===== src/rtl/uart_pkg.sv =====
// Shared UART definitions: FSM states, default baud divisor, baud-counter width.
// Used by both the receiver and transmitter sides of the link.
package uart_pkg;

    localparam int BAUD_DIVISOR_DEF = 868;
    localparam int CNT_W            = 14;

    typedef enum logic [2:0] {
        IDLE,
        START,
        DATA,
        PARITY,
        STOP,
        DONE,
        WAIT_HIGH
    } state_t;

    function automatic logic maj3(input logic a, input logic b, input logic c);
        return (a & b) | (a & c) | (b & c);
    endfunction

endpackage


===== src/rtl/uart_sync2.sv =====
// Two-flop synchronizer for an asynchronous single-bit input; reset value is a parameter.
// Latency: 2 clk edges; no backpressure.
module uart_sync2 #(
    parameter logic RST_VAL = 1'b1
) (
    input  logic clk,
    input  logic rst,
    input  logic d,
    output logic q
);

    logic meta_q, meta_d;
    logic sync_q, sync_d;

    always_comb begin
        meta_d = d;
        sync_d = meta_q;
    end

    always_ff @(posedge clk) begin
        if (rst) begin
            meta_q <= RST_VAL;
            sync_q <= RST_VAL;
        end else begin
            meta_q <= meta_d;
            sync_q <= sync_d;
        end
    end

    assign q = sync_q;

endmodule


===== src/rtl/uart_rx.sv =====
// UART receiver: start, 8 data bits LSB first, parity, 1/2 stop; divisor-timed sampling.
// Latency: rx_valid one cycle after the last stop sample. No backpressure: rx_valid is a 1-cycle pulse.
// UART_RX_MAJORITY_EN: 2-of-3 majority vote over the sample cycle and the two before it.
module uart_rx
    import uart_pkg::*;
#(
    parameter int BAUD_DIVISOR = BAUD_DIVISOR_DEF
) (
    input  logic       clk,
    input  logic       rst,
    input  logic       Rx_en,
    input  logic       Two_stop,
    input  logic       Odd_parity,
    input  logic       Rx_in,
    output logic [7:0] rx_data,
    output logic       rx_valid,
    output logic       parity_err,
    output logic       frame_err
);

    localparam logic [CNT_W-1:0] HALF_M1 = CNT_W'(BAUD_DIVISOR / 2 - 1);
    localparam logic [CNT_W-1:0] FULL_M1 = CNT_W'(BAUD_DIVISOR - 1);

    logic rx_s;
    logic samp;

    state_t           state_q, state_d;
    logic [CNT_W-1:0] cnt_q, cnt_d;
    logic [2:0]       bit_cnt_q, bit_cnt_d;
    logic [7:0]       shift_q, shift_d;
    logic             two_stop_q, two_stop_d;
    logic             odd_q, odd_d;
    logic             stop2_q, stop2_d;
    logic             perr_q, perr_d;
    logic             ferr_q, ferr_d;
    logic             ferr_new;
    logic [7:0]       rx_data_q, rx_data_d;
    logic             rx_valid_q, rx_valid_d;
    logic             parity_err_q, parity_err_d;
    logic             frame_err_q, frame_err_d;

    uart_sync2 #(.RST_VAL(1'b1)) u_sync (
        .clk (clk),
        .rst (rst),
        .d   (Rx_in),
        .q   (rx_s)
    );

`ifdef UART_RX_MAJORITY_EN
    // hist_q[0] is rx_s one cycle back, hist_q[1] two cycles back
    logic [1:0] hist_q, hist_d;
    always_comb begin
        hist_d = {hist_q[0], rx_s};
        samp   = maj3(rx_s, hist_q[0], hist_q[1]);
    end
`else
    always_comb samp = rx_s;
`endif

    always_comb begin
        state_d      = state_q;
        cnt_d        = '0;
        bit_cnt_d    = bit_cnt_q;
        shift_d      = shift_q;
        two_stop_d   = two_stop_q;
        odd_d        = odd_q;
        stop2_d      = stop2_q;
        perr_d       = perr_q;
        ferr_d       = ferr_q;
        ferr_new     = ferr_q | ~samp;
        rx_data_d    = rx_data_q;
        rx_valid_d   = 1'b0;
        parity_err_d = parity_err_q;
        frame_err_d  = frame_err_q;

        unique case (state_q)
            IDLE: begin
                if (Rx_en && !rx_s) begin
                    two_stop_d = Two_stop;
                    odd_d      = Odd_parity;
                    state_d    = START;
                end
            end
            START: begin
                cnt_d = cnt_q + 1'b1;
                if (cnt_q == HALF_M1) begin
                    cnt_d     = '0;
                    bit_cnt_d = '0;
                    state_d   = samp ? IDLE : DATA;
                end
            end
            DATA: begin
                cnt_d = cnt_q + 1'b1;
                if (cnt_q == FULL_M1) begin
                    cnt_d     = '0;
                    shift_d   = {samp, shift_q[7:1]};
                    bit_cnt_d = bit_cnt_q + 1'b1;
                    if (bit_cnt_q == 3'd7) state_d = PARITY;
                end
            end
            PARITY: begin
                cnt_d = cnt_q + 1'b1;
                if (cnt_q == FULL_M1) begin
                    cnt_d   = '0;
                    perr_d  = ((^shift_q) ^ samp) != odd_q;
                    ferr_d  = 1'b0;
                    stop2_d = 1'b0;
                    state_d = STOP;
                end
            end
            STOP: begin
                cnt_d = cnt_q + 1'b1;
                if (cnt_q == FULL_M1) begin
                    cnt_d  = '0;
                    ferr_d = ferr_new;
                    if (two_stop_q && !stop2_q) begin
                        stop2_d = 1'b1;
                    end else begin
                        // Outputs update together so rx_valid is high during the DONE cycle
                        rx_data_d    = shift_q;
                        parity_err_d = perr_q;
                        frame_err_d  = ferr_new;
                        rx_valid_d   = 1'b1;
                        state_d      = DONE;
                    end
                end
            end
            DONE: begin
                state_d = frame_err_q ? WAIT_HIGH : IDLE;
            end
            WAIT_HIGH: begin
                if (rx_s) state_d = IDLE;
            end
            default: state_d = IDLE;
        endcase
    end

    always_ff @(posedge clk) begin
        if (rst) begin
            state_q      <= IDLE;
            cnt_q        <= '0;
            bit_cnt_q    <= '0;
            shift_q      <= '0;
            two_stop_q   <= 1'b0;
            odd_q        <= 1'b0;
            stop2_q      <= 1'b0;
            perr_q       <= 1'b0;
            ferr_q       <= 1'b0;
            rx_data_q    <= '0;
            rx_valid_q   <= 1'b0;
            parity_err_q <= 1'b0;
            frame_err_q  <= 1'b0;
`ifdef UART_RX_MAJORITY_EN
            hist_q       <= 2'b11;
`endif
        end else begin
            state_q      <= state_d;
            cnt_q        <= cnt_d;
            bit_cnt_q    <= bit_cnt_d;
            shift_q      <= shift_d;
            two_stop_q   <= two_stop_d;
            odd_q        <= odd_d;
            stop2_q      <= stop2_d;
            perr_q       <= perr_d;
            ferr_q       <= ferr_d;
            rx_data_q    <= rx_data_d;
            rx_valid_q   <= rx_valid_d;
            parity_err_q <= parity_err_d;
            frame_err_q  <= frame_err_d;
`ifdef UART_RX_MAJORITY_EN
            hist_q       <= hist_d;
`endif
        end
    end

    assign rx_data    = rx_data_q;
    assign rx_valid   = rx_valid_q;
    assign parity_err = parity_err_q;
    assign frame_err  = frame_err_q;

endmodule

===== config.mk =====
export PLATFORM = sky130hd
export DESIGN_NAME = uart_rx
export DESIGN_NICKNAME = d
export VERILOG_FILES = /design/src/rtl/uart_pkg.sv /design/src/rtl/uart_sync2.sv /design/src/rtl/uart_rx.sv
export SDC_FILE = /design/constraint.sdc
export NUM_CORES = 1
export LEC_CHECK = 0
export ABC_AREA = 1
export CORE_ASPECT_RATIO = 1.25
export CORE_MARGIN = 2
export CORE_UTILIZATION = 40
export CTS_CLUSTER_DIAMETER = 120
export DETAILED_ROUTE_END_ITERATION = 8
export PLACE_DENSITY_LB_ADDON = 0.3
export REMOVE_ABC_BUFFERS = 1
export SYNTH_ARGS = -nofsm -noshare
export SYNTH_HDL_FRONTEND = slang
export SYNTH_SLANG_ARGS = --single-unit

===== constraint.sdc =====
create_clock -name clk -period 2.3 [get_ports clk]
set_clock_uncertainty 0.1 [all_clocks]
set_input_delay 0.23 -clock clk [delete_from_list [all_inputs] [get_ports clk]]
set_output_delay 0.23 -clock clk [all_outputs]
set_load 0.01 [all_outputs]

==> results of run 1 <==
-- metrics by stage --
stage / hold WS, ns / instance area [µm²] / setup slack, ns / total power (W)
6_report: 0.3206 / 2589 / 0.5478 / 0.001750
5_1_grt: 0.3541 / 2589 / 0.3872 / 0.001856
4_1_cts: 0.3243 / 2589 / 0.5348 / 0.001765
3_5_place_dp: 0.3014 / 2479 / 0.5413 / 0.001164
3_3_place_gp: 0.3031 / 2479 / 0.5916 / 0.001161
2_1_floorplan: 0.1991 / 2223 / 0.7075 / 0.001092
-- cells by family after synthesis --
| family | count (synthesis) | share of synthesized area |
|---|---|---|
| AO/OA/AOI/OAI | 39 | 0.1025 |
| adder cells (fa/ha/maj) | 4 | 0.02205 |
| flip-flops | 46 | 0.4057 |
| buffers and inverters | 49 | 0.09151 |
| AND/OR/NAND/NOR | 138 | 0.3087 |
| XOR/XNOR | 18 | 0.06946 |
-- cells in the mapped netlist (4+ instances only) --
cell type | count | share of area
dfxtp_1 | 46 | 0.41
o21ai_0 | 12 | 0.026
nor2_1 | 42 | 0.069
nand2_2 | 4 | 0.011
inv_1 | 37 | 0.061
a21oi_1 | 17 | 0.037
inv_2 | 6 | 0.0099
nand2_1 | 49 | 0.081
nand4_1 | 8 | 0.022
a211oi_1 | 5 | 0.017
xor2_1 | 11 | 0.042
nand3_1 | 12 | 0.026
ha_1 | 4 | 0.022
xnor2_1 | 7 | 0.027
-- worst register-to-register path, delay by kind of cell (launching register included) --
| family | cells | cell delay, ns |
|---|---|---|
| AO/OA/AOI/OAI | 1 | 0.06 |
| adder cells (fa/ha/maj) | 1 | 0.24 |
| AND/OR/NAND/NOR | 6 | 0.86 |
| flip-flops | 1 | 0.39 |
-- path summary, 6_finish.rpt --
path / start / slack, ns / cells past startpoint / endpoint
setup / recovery: cnt_q[0]$_SDFF_PP0_ / 0.55 / 8 / bit_cnt_q[1]$_SDFFE_PP0P_
hold / removal: u_sync.meta_q$_SDFF_PP1_ / 0.32 / 1 / u_sync.q$_SDFF_PP1_
setup reg to reg: cnt_q[0]$_SDFF_PP0_ / 0.55 / 8 / bit_cnt_q[1]$_SDFFE_PP0P_
hold reg to reg: u_sync.meta_q$_SDFF_PP1_ / 0.32 / 1 / u_sync.q$_SDFF_PP1_
-- cell type report --
cell class                 instances  area (µm²)
timing repair buffer              18       175.2
sequential                        46       920.9
fill                             535        2854
clock inverter                     2       37.54
clock buffer                       6       72.57
tap                               64       80.08
inverter                          43       161.4
multi-input combinational        199        1141
-- routing by layer --
metal | vias to the layer above | global-route usage
li1 | 975 | -
met1 | 817 | 0.1717
met2 | 17 | 0.2635
met3 | 4 | 0.03417
met4 | 0 | 0.04631
met5 | - | 0
-- state kept, by name, indices dropped and copies added (netlist names) --
signal	cells
two_stop_q	1
perr_q	1
rx_valid	1
rx_data	8
odd_q	1
parity_err	1
cnt_q	14
ferr_q	1
u_sync.meta_q	1
bit_cnt_q	3
state_q	3
frame_err	1
shift_q	8
u_sync.q	1
stop2_q	1
-- power groups by stage --
stage	registers, W	clock network (W)	logic (W)
6_report	0.000857	0.000606	0.000286
5_1_grt	0.000861	0.000662	0.000333
4_1_cts	0.000857	0.000619	0.000289
3_5_place_dp	0.000876	0	0.000288
3_3_place_gp	0.000875	0	0.000286
2_1_floorplan	0.000869	0	0.000223
==> metrics.md, run 1 <==
| Metric | Value |
|---|---|
| First-pass GRT wire length | 7362 µm |
| Syn Inst Count | 294 |
| CTS tree | built |
| # setup viols final | 0 |
| Placed insts | 370 |
| Nets | 323 |
| WL met1 | 1945 µm |
| Number of synthesized flops with an enable pin | 0 |
| PwrDens | around 680 mW/mm² |
| Vias/cell | 4.796 |
| Vias in the first global route | 1700 |
| Pin count of the biggest net entering global routing | 20 |
| Vert. Die Dim | 88.22 µm |
| Die Wd | just over 70 µm |
| Clk_lat worst skew | around 0.3 ns |
| Critical path class | flip-flop to flip-flop |
| Mapped cell area | 0.002270 mm² |
| Finished Core Util | 0.4756 |
| Setup Fix Bufs, Post-CTS | 0 |
| CP delay by family, top | simple AND/OR/NAND/NOR gates |
| Rel. slew slack | 0.7264 |
| Commonest non-fill, non-tap cell in the layout | nand2_1 |
| H-tree lvl count | 2 |
| Total track usage | 0.1463 |
| Worst VDD drop | approximately 0.27 mV |
| Number of placement rows | 30 |
| CTS hold repair buffers | 0 |
| Worst path bufs/invs | 0 |
| Async set or reset register ratio after synthesis | 0 |
| Worst EP required | roughly 2.4 ns |
| Unrepaired setup endpoints after global routing | false |
| DR DRC count | 0 |
| Clk buf depth | 2 |
| Initial detailed-routing violation count | 51 |
| Worst-margin pin slew | 0.4104 ns |
| CP max stage delay | 0.39 ns |
| Worst setup SP type | flip-flop |
| Lkg Pwr | 1.035 nW |
| Maximum fanout along the worst path | 17 |
| Sw Share | 0.2879 |
| PortBufs | 16 |
| Internal Power | 0.001246 W |
| Root Buffer | clkbuf_8 |
| Seq cells post-synth | 46 |
| Final Hold Vio Count | 0 |
| Status | completed |
| Total gr overflow | 0 |
| Layout area overhead | 14.06% |
| Post-Layout Cell Count | between 300 and 400 |
| Seq/Total Area, Yosys | 0.4057 |
| Most used DFF post-synth | dfxtp_1 |
| Worst hold-check path type | flip-flop to flip-flop |
| WL per Instance | about 11 µm |
| TritonCTS Buffers | 5 |
| CTS-repair resized insts | 0 |
| Clock Sinks | 46 |
| Final worst path period need | 1.752 ns |
| Vias | 1813 |
| Max Transition Viols Final | 0 |
| Synth warn | 0 |
| Core area | approximately 0.0054 mm² |
| Most frequent cells in the layout | 49 x nand2_1, 46 x dfxtp_1, 42 x nor2_1 |
| Antenna Cells | 0 |
| Fin Setup TNS | 0 ns |
| Routed WL | 4251 µm |
| Full die area | 0.006297 mm² |
| Gp weighted congestion | 0.8344 |
| Critical Path AT | 1.84 ns |
| Synth Area per Inst | 7.720 µm² |
| Clock power share | 0.346 |
| Post-DP HPWL | just over 3000 µm |
| # Max-Cap Violations | 0 |
| Critical-path cell list | ha_1 -> nand2_1 -> nor2_2 -> nand3_4 -> nand2_1 -> nand2_1 -> nand2_1 -> a21oi_1 |
| Metal2 WL | 2144 µm |
| Initial cell density of the core | 0.4170 |
| Initial antenna violation count | 0 |
| Most frequent cell on the critical path | nand2_1 |
| Met3 routed WL | around 120 µm |
| Layout cells sized above 1 | 0.1210 |
| Sequential power share | 0.490 |
| CP endpoint kind | flip-flop |
| Initial DRT Pass Iterations | 4 |
| Post-synth cell types | 33 |
| Top Layer Used | met4 |
| Register clock-pin slew on the reported worst setup and hold paths | 0.08 ns |
| Ports | 17 |
| Crit share post-route | 0.7618 |
| Max Fclk | 570.7 MHz |
| Gate power share | 0.164 |
| Sw Pwr | 0.0005036 W |
| Final ANT Viol Nets | 0 |
| CP max-delay cell | dfxtp_1 |
No activity file was read; power rests on OpenSTA's default activity.
==> run 2: changes to the inputs <==
Clock period 2.3 ns to 1.55 ns, I/O delays scaled along.
==> run 2 against run 1 <==
- the flow now finishes with violations (negative setup slack)
- wire length grew 25%
- total power grew 54%
- cell area grew 23%
- worst hold slack gained 0.0093 ns
- non-clock buffer count grew 33
- first-iteration DRC count shrank 5.9%
- sequential power grew 49%
- largest cell class unchanged
- largest power group unchanged
- highest routed layer unchanged
==> metrics.md, run 2 (synthesis gave the netlist of run 1 again) <==
| Metric | Value |
|---|---|
| Status | finished with violations |
| Failing checks | negative setup slack |
| Critical-path cell list | ha_4 -> inv_2 -> nor2_4 -> nand3b_4 -> nor2_4 -> nand3b_4 -> o21ai_1 -> a21oi_2 |
| R2r startpoint | cnt_q[0]$_SDFF_PP0_ |
| Worst EP required | 1.64 ns (-0.75 ns) |
| Initial antenna violation count | 0 (unchanged) |
| Root Buffer | clkbuf_8 |
| Routed WL | 5300 µm (+25%) |
| CP max stage delay | 0.37 ns (-0.02 ns) |
| Vias | 2002 (+10%) |
| Worst hold path cell count | 2 (+1) |
| Hold slack | 0.3300 ns (+0.009334 ns) |
| CP max-delay cell | dfxtp_2 |
| Max Transition Viols Final | 0 (unchanged) |
| Worst hold-check path type | input pin to flip-flop |
| Worst R2R End | rx_data[3]$_SDFFE_PP0P_ |
| TritonCTS Buffers | 5 (unchanged) |
| Full die area | 0.006297 mm² (unchanged) |
| Footprint of the multi-input gates | 0.001439 mm² (+26%) |
| Fin Setup TNS | -0.4692 ns (-0.4692 ns) |
| Worst setup margin | -0.07700 ns (-0.6247 ns) |
| Post-Layout Cell Count | 412 (+9.0%) |
| Gp weighted congestion | 0.7681 (-7.9%) |
| Max Fclk | 614.6 MHz (+7.7%) |
| Fin area | 0.003186 mm² (+23%) |
| Initial detailed-routing violation count | 48 (-5.9%) |
| Largest reg by FF count | cnt_q |
| R2R setup slack | -0.08 ns (-0.62 ns) |
| FF/Latch Area | 940.9 µm² (+2.2%) |
| Unrepaired setup endpoints after global routing | true |
| Ports | 17 (unchanged) |
| Worst setup SP type | flip-flop |
| Number of fill cells | 484 (-9.5%) |
| CTS tree | built |
| Vias in the first global route | 1819 (+7.0%) |
| DR DRC count | 0 (unchanged) |
| Clock Sinks | 46 (unchanged) |
| CP endpoint kind | flip-flop |
| Post-DP HPWL | 3213 µm (+4.1%) |
| Commonest non-fill, non-tap cell in the layout | nand2_1 |
| Die Wd | 71.38 µm (unchanged) |
| CP delay by family, top | simple AND/OR/NAND/NOR gates |
| Vert. Die Dim | 88.22 µm (unchanged) |
| Clk buf depth | 2 (unchanged) |
| Initial cell density of the core | 0.4170 (unchanged) |
| Crit share post-route | 1.050 (+0.2878) |
| Final worst path period need | 1.627 ns (-0.1253 ns) |
| Final ANT Viol Nets | 0 (unchanged) |
| Maximum fanout along the worst path | 7 (-10) |
| Worst VDD drop | 0.4623 mV (+71%) |
| Placed insts | 396 (+7.0%) |
| First-pass GRT wire length | 8059 µm (+9.5%) |
| Final Hold Vio Count | 0 (unchanged) |
| Register clock-pin slew on the reported worst setup and hold paths | 0.09 ns (about the same) |
| # setup viols final | 16 (+16) |
| Vias/cell | 4.859 (+1.3%) |
| Layout area overhead | 40.35% |
| Number of placement rows | 30 (unchanged) |
| Hold Path Origin | Rx_in |
| Total gr overflow | 0 (unchanged) |
| Rel. slew slack | 0.7472 (+0.02082) |
| Initial DRT Pass Iterations | 4 (unchanged) |
| Hold Path Sink | u_sync.meta_q$_SDFF_PP1_ |
| FF-to-FF path depth | 8 (unchanged) |
| Critical path class | flip-flop to flip-flop |
| Pin count of the biggest net entering global routing | 19 (-5.0%) |
| Core area | 0.005443 mm² (unchanged) |
| Clk_lat worst skew | 0.30 ns (about the same) |
| Area after DPL | 0.002686 mm² (+8.4%) |
| Critical Path AT | 1.72 ns (-0.12 ns) |
| Most frequent cells in the layout | 38 x nand2_1, 36 x dfxtp_1, 34 x inv_1 |
| PortBufs | 16 (unchanged) |
| # Max-Cap Violations | 0 (unchanged) |
| Lkg Pwr | 1.304 nW (+26%) |
| Max reg flops | 14 (unchanged) |
| PwrDens | 846.3 mW/mm² (+25%) |
| Nets | 358 (+11%) |
| WL per Instance | 12.86 µm (+14%) |
| Worst-margin pin slew | 0.3788 ns (-0.03165 ns) |
| Worst path bufs/invs | 1 (+1) |
| Total track usage | 0.1614 (+0.01505) |
| H-tree lvl count | 2 (unchanged) |
| Layout cells sized above 1 | 0.3793 (+0.2583) |
| Antenna Cells | 0 (unchanged) |
## run 2: cell count changes in the layout (fill, tap and decap cells not counted), moves of 8 or more
cell and change:
o21ai_0 -9, dfxtp_1 -10, a21oi_2 +9, nand2_1 -11
nor2_1 -13, a21oi_1 -9, buf_4 +21, buf_6 +10
nor2_2 +8
## run 2: repair_timing
action / 4_1_cts / 5_1_grt
pin swaps: 3 / 32
endpoints found under the setup margin: 30 / 41
resized for setup: 19 / 85
hold buffers: 0 / 0
setup buffers: 0 / 7
cloned: 2 / 0
## run 2: worst max-delay path by stage
| stage | start | to | slack (ns) | depth (start not counted) |
|---|---|---|---|---|
| after floorplan | cnt_q[0]$_SDFF_PP0_ | parity_err$_SDFFE_PP0P_ | -0.04 | 8 |
| after global placement | cnt_q[0]$_SDFF_PP0_ | cnt_q[3]$_SDFF_PP0_ | -0.07 | 8 |
| after detailed placement | cnt_q[0]$_SDFF_PP0_ | cnt_q[9]$_SDFF_PP0_ | -0.09 | 8 |
| after CTS | cnt_q[0]$_SDFF_PP0_ | state_q[1]$_SDFFE_PP0P_ | -0.02 | 10 |
| after global routing | cnt_q[0]$_SDFF_PP0_ | cnt_q[9]$_SDFF_PP0_ | -0.16 | 9 |
| final | cnt_q[0]$_SDFF_PP0_ | rx_data[3]$_SDFFE_PP0P_ | -0.08 | 8 |
## run 2: final cells by class
class / count / area share
multi-input combinational: 201 / 0.4517
sequential: 46 / 0.2954
timing repair buffer: 51 / 0.1524
inverter: 43 / 0.05067
tap: 64 / 0.02514
clock buffer: 5 / 0.02160
clock inverter: 2 / 0.003142
## run 2: metal layers
metal | GRT usage | up-vias | share of wire
met4 | 0.05660 | 0 | 0.014
li1 | - | 1043 | -
met1 | 0.1887 | 929 | 0.42
met3 | 0.03417 | 6 | 0.023
met2 | 0.2912 | 24 | 0.55
met5 | 0 | - | 0
## run 2: stage by stage
step	total power (W)	util	setup WS (ns)
floorplan	0.001621	-	-0.04246
global placement	0.001794	0.4936	-0.07424
detailed placement	0.001807	0.4936	-0.09333
CTS	0.002583	0.5225	-0.01706
global route	0.002847	0.5853	-0.1584
finish	0.002696	0.5853	-0.07700
## run 2: report_power, final
| group | switching [W] | total, W | internal [W] | leakage, nW |
|---|---|---|---|---|
| Sequential | 0.0000544 | 0.00128 | 0.00123 | 0.377 |
| Combinational | 0.000414 | 0.000709 | 0.000295 | 0.883 |
| Clock | 0.000402 | 0.000706 | 0.000303 | 0.0438 |
| Total | 0.000870 | 0.00270 | 0.00183 | 1.30 |
==> run 3: changes to the inputs <==
Settings changed: CAP_MARGIN set to 15, CELL_PAD_IN_SITES_DETAIL_PLACEMENT set to 0, CELL_PAD_IN_SITES_GLOBAL_PLACEMENT set to 1, CORE_UTILIZATION 40 to 39, SKIP_LAST_GASP set to 1.
==> run 3 against run 2 <==
- the flow still finishes with violations (negative setup slack)
- non-clock buffer count down 2
- clock power decreased by 0.6%
- global-route usage hardly changed
- critical path type unchanged
- first-iteration DRC count grew 98%
- utilization fell by 3.7 points
- flip-flop and latch count unchanged
- clock-buffer cell count unchanged
- combinational power is 2% lower
- worst hold slack worse by 0.016 ns
- final cell count unchanged
- via count down 0.40%
- register-to-register slack improved by 0.02 ns
==> metrics.md, run 3 (synthesis gave the netlist of run 1 again) <==
| Metric | Value |
|---|---|
| # Max-Cap Violations | 0 (unchanged) |
| Hold Path Origin | u_sync.meta_q$_SDFF_PP1_ |
| Critical path launch point | cnt_q[0]$_SDFF_PP0_ |
| Initial antenna violation count | 0 (unchanged) |
| H-tree lvl count | 2 (unchanged) |
| Full die area | 0.006450 mm² (+2.4%) |
| Hold slack | 0.3142 ns (-0.01572 ns) |
| Vias | 1994 (-0.40%) |
| Clock Sinks | 46 (unchanged) |
| Nets | 356 (-0.56%) |
| FF-to-FF path depth | 9 (+1) |
| Max Transition Viols Final | 0 (unchanged) |
| Initial cell density of the core | 0.3981 (-0.01894) |
| Vias in the first global route | 1861 (+2.3%) |
| Most frequent cells in the layout | 39 x nand2_1, 36 x dfxtp_1, 35 x inv_1 |
| Worst hold-check path type | flip-flop to flip-flop |
| Clk_lat worst skew | 0.29 ns (about the same) |
| Commonest non-fill, non-tap cell in the layout | nand2_1 |
| Critical path class | flip-flop to flip-flop |
| PortBufs | 16 (unchanged) |
| Register clock-pin slew on the reported worst setup and hold paths | 0.09 ns (about the same) |
| Placed insts | 397 (+0.25%) |
| Post-DP HPWL | 3352 µm (+4.3%) |
| Area after DPL | 0.002669 mm² (-0.65%) |
| Fin area | 0.003124 mm² (-1.9%) |
| Worst R2R End | rx_data[4]$_SDFFE_PP0P_ |
| PwrDens | 858.3 mW/mm² (+1.4%) |
| Worst hold path cell count | 1 (-1) |
| Final Hold Vio Count | 0 (unchanged) |
| Largest reg by FF count | cnt_q |
| Max Fclk | 622.7 MHz (+1.3%) |
| Layout cells sized above 1 | 0.3555 (-0.02382) |
| Pin count of the biggest net entering global routing | 19 (unchanged) |
| Core area | 0.005702 mm² (+4.8%) |
| Worst VDD drop | 0.4940 mV (+6.9%) |
| R2r startpoint | cnt_q[0]$_SDFF_PP0_ |
| Critical Path AT | 1.70 ns (-0.02 ns) |
| Worst EP required | 1.64 ns (about the same) |
| Placement Setup Slack | -0.1298 ns (-0.03642 ns) |
| # setup viols final | 7 (-9) |
| Total track usage | 0.1617 (+0.0002955) |
| Initial DRT Pass Iterations | 4 (unchanged) |
| Number of placement rows | 31 (+3.3%) |
| Finished Core Util | 0.5479 (-0.03734) |
| Maximum fanout along the worst path | 7 (unchanged) |
| First-pass GRT wire length | 8259 µm (+2.5%) |
| Hold Path Sink | u_sync.q$_SDFF_PP1_ |
| Ports | 17 (unchanged) |
| Internal Power | 0.001812 W (-0.74%) |
| Gate power share | 0.259 (-0.004) |
| Post-Layout Cell Count | 412 (unchanged) |
| Sw Pwr | 0.0008695 W (about the same) |
| Layout area overhead | 37.65% |
| Final ANT Viol Nets | 0 (unchanged) |
| Die Wd | 72.24 µm (+1.2%) |
| Vert. Die Dim | 89.29 µm (+1.2%) |
| WL per Instance | 12.09 µm (-6.0%) |
| R2R setup slack | -0.06 ns (+0.02 ns) |
| Max reg flops | 14 (unchanged) |
| Worst setup margin | -0.05602 ns (+0.02098 ns) |
| Sequential power share | 0.480 (+0.005) |
| Final worst path period need | 1.606 ns (-0.02098 ns) |
| Failing checks | negative setup slack |
| Worst setup SP type | flip-flop |
| CP endpoint kind | flip-flop |
| Routed WL | 4983 µm (-6.0%) |
| Total gr overflow | 0 (unchanged) |
| CTS tree | built |
| Unrepaired setup endpoints after global routing | true |
| Status | finished with violations |
| TritonCTS Buffers | 5 (unchanged) |
| Antenna Cells | 0 (unchanged) |
| Crit share post-route | 1.036 (-0.01354) |
| Clk buf depth | 2 (unchanged) |
| Initial detailed-routing violation count | 95 (+98%) |
| Worst-margin pin slew | 0.4780 ns (+0.09921 ns) |
| Vias/cell | 4.840 (-0.40%) |
| Lkg Pwr | 1.264 nW (-3.1%) |
| DR DRC count | 0 (unchanged) |
| Gp weighted congestion | 0.7493 (-2.4%) |
| Clock power share | 0.262 (about the same) |
| Root Buffer | clkbuf_8 |
| CTS hold repair buffers | 0 (unchanged) |
| Rel. slew slack | 0.6810 (-0.06621) |
| Sw Share | 0.3243 (+0.001438) |
[run 3: cell count changes in the layout (fill, tap and decap cells not counted), moves of 3 or more]
| cell | before | now |
|---|---|---|
| o21ai_2 | 2 | 7 |
| nor2_1 | 29 | 32 |
| nand2_4 | 7 | 4 |
| inv_2 | 9 | 5 |
| o21ai_1 | 8 | 3 |
| a21oi_2 | 9 | 5 |
| inv_4 | 0 | 3 |
| buf_6 | 10 | 7 |
| a21oi_1 | 8 | 12 |
[run 3: stage by stage]
step	power, W	setup TNS [ns]
CTS	0.002615	-0.1208
detailed placement	0.001796	-2.157
finish	0.002682	-0.2820
global route	0.002840	-1.928
floorplan	0.001621	-0.3984
global placement	0.001796	-1.295
[run 3: area by class of cell]
cell class                 instances  area [µm²]
tap                               66       82.58
multi-input combinational        201        1416
fill                             561        2577
clock buffer                       5       68.82
inverter                          43       168.9
clock inverter                     2       10.01
timing repair buffer              49       441.7
sequential                        46       935.9
[run 3: worst max-delay path, stage by stage (launching register included)]
cell and delay (ns):
dfxtp_2 0.37, ha_4 0.16, inv_4 0.04, nor2_4 0.09
nand3b_4 0.08, nor2_4 0.19, buf_6 0.14, nand3b_4 0.13
o21ai_1 0.16, a21oi_1 0.04
[run 3: power groups by stage]
stage | Sequential (W) | Combinational, W | Clock (W)
after floorplan | 0.00129 | 0.000331 | 0
after global placement | 0.00129 | 0.000505 | 0
after detailed placement | 0.00129 | 0.000504 | 0
after CTS | 0.00128 | 0.000606 | 0.000729
after global routing | 0.00129 | 0.000776 | 0.000771
final | 0.00129 | 0.000694 | 0.000702
[run 3: how the worst max path moves through the flow]
stage | to | slack (ns) | depth (start not counted)
after global placement | cnt_q[3]$_SDFF_PP0_ | -0.08 | 8
after detailed placement | rx_data[3]$_SDFFE_PP0P_ | -0.13 | 8
after CTS | state_q[0]$_SDFFE_PP0P_ | -0.04 | 11
final | rx_data[4]$_SDFFE_PP0P_ | -0.06 | 9
after global routing | state_q[0]$_SDFFE_PP0P_ | -0.14 | 9
after floorplan | parity_err$_SDFFE_PP0P_ | -0.04 | 8
[run 3: per-layer routing]
metal  routed length [µm]  GRT usage  vias to the layer above
met1                 2206     0.1948                      924
met5                    0          0                        -
met2                 2591     0.2886                       17
met4                   82    0.04974                        0
met3                  103    0.03269                        6
li1                     -          -                     1047
[run 3: repair_timing]
action                                  4_1_cts  5_1_grt
gates cloned                                  2        0
setup buffers                                 3        3
pin swaps                                    14       19
endpoints found under the setup margin       33       42
resized for setup                            33       60
